--- src/rtl/dbus_pkg.sv ---
// rtl/dbus_pkg.sv - shared state and master-index constants for the data-bus arbiter
package dbus_pkg;

  typedef enum logic [1:0] {
    IDLE   = 2'd0,
    ACCESS = 2'd1,
    RESP   = 2'd2
  } dbus_state_e;

  localparam logic M_CPU  = 1'b0;
  localparam logic M_DBG  = 1'b1;
  localparam int   LOCK_W = 4;

endpackage

--- src/rtl/rr_pick2.sv ---
// rtl/rr_pick2.sv - two-way round-robin pick with a sticky override for the debug master
module rr_pick2
  import dbus_pkg::*;
(
  input  logic [1:0] req,
  input  logic       last,
  input  logic       lock_ok,
  output logic       gnt,
  output logic       valid
);

  always_comb begin
    valid = |req;
    gnt   = M_CPU;
    case (req)
      2'b01:   gnt = M_CPU;
      2'b10:   gnt = M_DBG;
      // On a tie the master that did not go last wins, unless m1 holds a live lock.
      2'b11:   gnt = (last == M_DBG && lock_ok) ? M_DBG : ~last;
      default: gnt = M_CPU;
    endcase
  end

endmodule

--- src/rtl/dbus_arbiter.sv ---
// rtl/dbus_arbiter.sv - two-master arbiter running one 2-cycle access at a time on the shared data bus
module dbus_arbiter
  import dbus_pkg::*;
#(
  parameter int ADDR_W   = 32,
  parameter int DATA_W   = 32,
  parameter int LOCK_MAX = 15
) (
  input  logic              clk,
  input  logic              rst,
  input  logic              m0_req_i,
  input  logic              m0_we_i,
  input  logic [ADDR_W-1:0] m0_addr_i,
  input  logic [3:0]        m0_sel_i,
  input  logic [DATA_W-1:0] m0_wdata_i,
  output logic [DATA_W-1:0] m0_rdata_o,
  output logic              m0_ack_o,
  output logic              m0_stall_o,
  input  logic              m1_req_i,
  input  logic              m1_we_i,
  input  logic [ADDR_W-1:0] m1_addr_i,
  input  logic [3:0]        m1_sel_i,
  input  logic [DATA_W-1:0] m1_wdata_i,
  input  logic              m1_lock_i,
  output logic [DATA_W-1:0] m1_rdata_o,
  output logic              m1_ack_o,
  output logic              s_ce_o,
  output logic              s_we_o,
  output logic [ADDR_W-1:0] s_addr_o,
  output logic [3:0]        s_sel_o,
  output logic [DATA_W-1:0] s_wdata_o,
  input  logic [DATA_W-1:0] s_rdata_i
);

  localparam logic [LOCK_W-1:0] LOCK_MAX_C = LOCK_W'(LOCK_MAX);

  dbus_state_e       state, state_nxt;
  logic              gnt;
  logic              last;
  logic [LOCK_W-1:0] lock_cnt;
  logic [DATA_W-1:0] rbuf;
  logic              pick_gnt, pick_valid, lock_ok, arb_en, grant;

  assign lock_ok = m1_lock_i && (lock_cnt < LOCK_MAX_C);
  assign arb_en  = (state != ACCESS);
  assign grant   = arb_en && pick_valid;

  rr_pick2 u_pick (
    .req    ({m1_req_i, m0_req_i}),
    .last   (last),
    .lock_ok(lock_ok),
    .gnt    (pick_gnt),
    .valid  (pick_valid)
  );

  always_comb begin
    state_nxt = state;
    case (state)
      IDLE, RESP: state_nxt = pick_valid ? ACCESS : IDLE;
      ACCESS:     state_nxt = RESP;
      default:    state_nxt = IDLE;
    endcase
  end

  always_ff @(posedge clk or negedge rst) begin
    if (!rst) begin
      state    <= IDLE;
      gnt      <= M_CPU;
      last     <= M_DBG;
      lock_cnt <= '0;
      rbuf     <= '0;
    end else begin
      state <= state_nxt;
      if (grant) begin
        gnt  <= pick_gnt;
        last <= pick_gnt;
        // Only a back-to-back m1 grant under lock extends the run; anything else restarts it.
        if (pick_gnt == M_DBG && last == M_DBG && m1_lock_i)
          lock_cnt <= (lock_cnt == LOCK_MAX_C) ? lock_cnt : lock_cnt + 1'b1;
        else
          lock_cnt <= '0;
      end
      if (state == ACCESS)
        rbuf <= s_rdata_i;
    end
  end

  always_comb begin
    s_ce_o    = 1'b0;
    s_we_o    = 1'b0;
    s_addr_o  = '0;
    s_sel_o   = '0;
    s_wdata_o = '0;
    if (state == ACCESS) begin
      s_ce_o = 1'b1;
      if (gnt == M_DBG) begin
        s_we_o    = m1_we_i;
        s_addr_o  = m1_addr_i;
        s_sel_o   = m1_sel_i;
        s_wdata_o = m1_wdata_i;
      end else begin
        s_we_o    = m0_we_i;
        s_addr_o  = m0_addr_i;
        s_sel_o   = m0_sel_i;
        s_wdata_o = m0_wdata_i;
      end
    end
  end

  assign m0_ack_o   = (state == RESP) && (gnt == M_CPU);
  assign m1_ack_o   = (state == RESP) && (gnt == M_DBG);
  assign m0_rdata_o = m0_ack_o ? rbuf : '0;
  assign m1_rdata_o = m1_ack_o ? rbuf : '0;
  // Gated by reset so every output reads 0 while reset is held.
  assign m0_stall_o = rst & m0_req_i & ~m0_ack_o;

endmodule

--- config.mk ---
export PLATFORM = sky130hd
export DESIGN_NAME = dbus_arbiter
export DESIGN_NICKNAME = d
export VERILOG_FILES = /design/src/rtl/dbus_pkg.sv /design/src/rtl/rr_pick2.sv /design/src/rtl/dbus_arbiter.sv
export SDC_FILE = /design/constraint.sdc
export NUM_CORES = 1
export LEC_CHECK = 0
export ABC_AREA = 1
export CORE_AREA = 4 4 118 120
export CTS_CLUSTER_SIZE = 10
export DETAILED_ROUTE_END_ITERATION = 8
export DIE_AREA = 0 0 122 124
export PLACE_DENSITY = 0.81
export SKIP_LAST_GASP = 1
export SLEW_MARGIN = 20
export SYNTH_ARGS = -nofsm -noshare
export SYNTH_HDL_FRONTEND = slang
export SYNTH_SLANG_ARGS = --single-unit
--- constraint.sdc ---
create_clock -name clk -period 1.1 [get_ports clk]
set_input_delay 0.22 -clock clk [delete_from_list [all_inputs] [get_ports clk]]
set_output_delay 0.22 -clock clk [all_outputs]
set_load 0.05 [all_outputs]
==> results.txt <==
* Outcome: finished with violations
- The checks that failed: setup timing.
* Total count of hold-check failures in the final report: 0
* Overflow after GRT: 0
- Routed length per placed instance: 22.64 um
- Maximum count of clock buffers along a single path: 2
- Of all nets on the critical path, the largest fanout is 12.
* Number of iterations in the first detailed-routing pass: 4
- Across the VDD grid, the largest voltage drop is roughly 1500 uV.
* Part of the cycle the worst path needs: 176.5%
- Relative slew margins: between 60% and 70%
- Tracing the worst setup path back leads to its startpoint at state[1].
* Final core utilization: about four fifths
* Worst Setup End Kind: output pin
- After clock tree synthesis, the clock-pin slew on the worst setup and hold paths is 0.06 ns.
- Setup repair after global routing could not meet its margin everywhere.
* Startpoint of the lowest-slack register-to-register path: state[0]
- Port buffer count: 311
- Half-perimeter wire length after detailed placement: 14.47 mm
- For the pin with the worst max-slew slack, the measured transition is roughly 0.55 ns.
- Total vias in the final route: just over 5k
* Cell row count: 42
* Hold buffers post-CTS: 0
- Of the post-synthesis cell area, the dominant cell type holds around 33%.
* Cell at the root of the clock tree: clkbuf_16
* Overall routed net length: roughly 23 mm
- The worst hold path belongs to the class in2async.
- Measured along the x axis, the die boundary spans around 120 um.
* Sequential-to-total area share from yosys stat: roughly 34%
- Clock sink total: 40
* Total GRT Usage: 24.66%
- Final critical-path required period: 1.942 ns
* Antenna violations before repair: 2
* Routability cong.: approximately 0.80
- The core region is approximately 0.013 sq mm.
- Synth area leader: dfrtp_1
* Final Max Tran Viols: 0
* Count of boundary I/O pins: about 310
- Count of distinct cell types in the synthesized netlist: 17
- Cell area after synthesis: about 0.003 sq mm
- After detailed routing, the number of remaining DRC violations is 0.
* Initial core utilization: 22.61%
* # Max-Cap Violations: 0
- Leakage Power: around 0.0040 uW
* Req. time, crit path: ~0.88 ns
* Die Ht: roughly 120 um
* Post-Route Skew: just under 0.009 ns
- Power per cell area: 1312 mW/mm^2
- Area growth syn-to-layout: 250.2%
- Counting flops with a built-in enable in the synthesized netlist gives 0.
- The filler cells instantiated in the layout total just under 700.
- Total Die Area: around 0.015 sq mm
- The worst setup path is launched from a flip-flop.
- Of the cells placed in the final design, the portion with a size suffix greater than 1 is about 51%.
- Post-synthesis net count: 676
* Largest net degree at the start of global routing: 41
- Vias per cell: between 4 and 5
- 1st-iter DRT viols: between 150 and 200
* Achievable frequency: 0.5150 GHz
* Number of global-route vias before repair: roughly 5k
* Number of diodes added for antenna fixing: 0
* Warning count from the yosys run: 0
- The worst setup path is of the reg2out kind.
- The detail route stage leaves a number of antenna-violating nets equal to 0.
* Net count, final: 1031
- Number of buffers created by CTS: 5
* H-Tree Level Count: 2
- Setup_tns: -110.08 ns
* Synth Register Bits: 40
* Commonest register cell after synthesis: dfrtp_1
- Final setup margin: -0.8419 ns
- TritonCTS built the clock tree.
- Fraction of synthesis flops using an asynchronous set or reset pin: 100.0%
* Worst-Skew Late Latency: ~0.30 ns
- Averaged over all synthesized cells, the footprint is 5.871 sq um.
* Number of setup violations in the final report: between 150 and 200
- Counting every instance in the synthesized netlist gives 500.
- Leading post-synthesis cells by cell area: dfrtp_1 33%, nand2_1 24%, a21oi_1 12%
- Data arrives at the worst endpoint at between 1.5 and 2 ns.
* Global-route wire length before repair: about 28 mm
## worst paths after layout
path                               end  slack, ns  cells after the start
max in group asynchronous     state[0]       0.67                      2
max reg2reg                lock_cnt[3]      -0.51                     10
min reg2reg                       last       0.56                      2
min                           rbuf[11]       0.02                      2
max                         m0_stall_o      -0.84                      7
min in group clk              rbuf[28]       0.51                      3
## cells by family (layout without fill, tap and decap cells)
| kind of cell | Yosys count | in the layout | synth area share, % |
|---|---|---|---|
| AO/OA/AOI/OAI | 105 | 105 | 17.90 |
| buffers and inverters | 80 | 436 | 11.42 |
| flip-flops | 40 | 40 | 34.14 |
| AND/OR/NAND/NOR | 274 | 274 | 36.10 |
| adder cells (fa/ha/maj) | 1 | 1 | 0.4262 |
## layout make-up
| type | instances | area [sq um] | area share [%] |
|---|---|---|---|
| inverter | 45 | 183.9 | 1.789 |
| clock inverter | 3 | 42.54 | 0.4139 |
| tap | 176 | 220.2 | 2.142 |
| timing repair buffer | 383 | 5488 | 53.39 |
| multi-input combinational | 380 | 3214 | 31.27 |
| clock buffer | 5 | 125.1 | 1.217 |
| sequential | 40 | 1005 | 9.775 |
## flip-flops by register name (all words and copies together), names as in the netlist
register and count:
state 2, last 1, lock_cnt 4, gnt 1
rbuf 32
## worst max-delay path, cell delays in order (launching register included)
cell     delay [ns]
dfrtp_1        0.42
inv_4          0.09
nor3_4         0.25
inv_4          0.13
buf_12         0.19
nand3_1        0.09
inv_1          0.08
buf_12         0.15
## what timing repair did
action	CTS	global route
pin swaps	4	27
setup endpoints to repair	176	176
gates cloned	2	12
setup buffers	6	20
gates resized for setup	42	118
## report_power, final
part           internal, uW  leakage [uW]  total [uW]  switching (uW)
Combinational          4220       0.00346        9740            5520
Sequential             1820      0.000493        2020             191
Clock                  1070     0.0000798        1730             660
## cells in the final DEF, fill, tap and decap left out, types with 3 or more instances in the layout
master / count
inv_4: 4
buf_4: 18
o21ai_4: 5
nand2_4: 11
nor2_1: 8
buf_12: 138
a21oi_4: 69
buf_16: 5
nand2_1: 147
o21ai_1: 11
buf_8: 10
dfrtp_1: 37
buf_6: 28
clkbuf_16: 15
clkdlybuf4s50_1: 173
inv_1: 39
nand2_2: 30
o21ai_2: 19
nor2_4: 65
nand3_2: 3
nand3_1: 3
## cells in the mapped netlist (2+ instances only)
cell,n
nand3_1,7
buf_4,5
buf_2,13
nor3_2,2
dfrtp_1,39
nand2_1,189
a21oi_1,69
clkbuf_1,17
inv_1,42
o21ai_1,27
nor2_1,72
nor2_2,2
nand4_1,2
o21ai_0,9
inv_2,3
## per-layer routing
| metal | up-vias | share of wire [%] | GRT usage, % |
|---|---|---|---|
| li1 | 2265 | - | - |
| met1 | 2428 | 32 | 23.52 |
| met2 | 290 | 53 | 45.99 |
| met3 | 62 | 11 | 10.99 |
| met4 | 4 | 4.0 | 10.29 |
| met5 | - | 0.090 | 0 |
## through the flow
| stage | instance area, sq um | total power [uW] | hold WS (ns) | instances | setup slack [ns] |
|---|---|---|---|---|---|
| after global routing | 10280 | 13910 | 0.05945 | 1032 | -0.8680 |
| after CTS | 9465 | 12230 | 0.02847 | 1004 | -0.7382 |
| final | 10280 | 13480 | 0.02113 | 1032 | -0.8419 |
| after global placement | 9054 | 10090 | 0.3264 | 989 | -0.4577 |
| after floorplan | 4457 | 6739 | -0.07559 | 500 | -0.7393 |
| after detailed placement | 9054 | 10230 | 0.3371 | 989 | -0.4545 |
No activity file was read; power rests on OpenSTA's default activity.
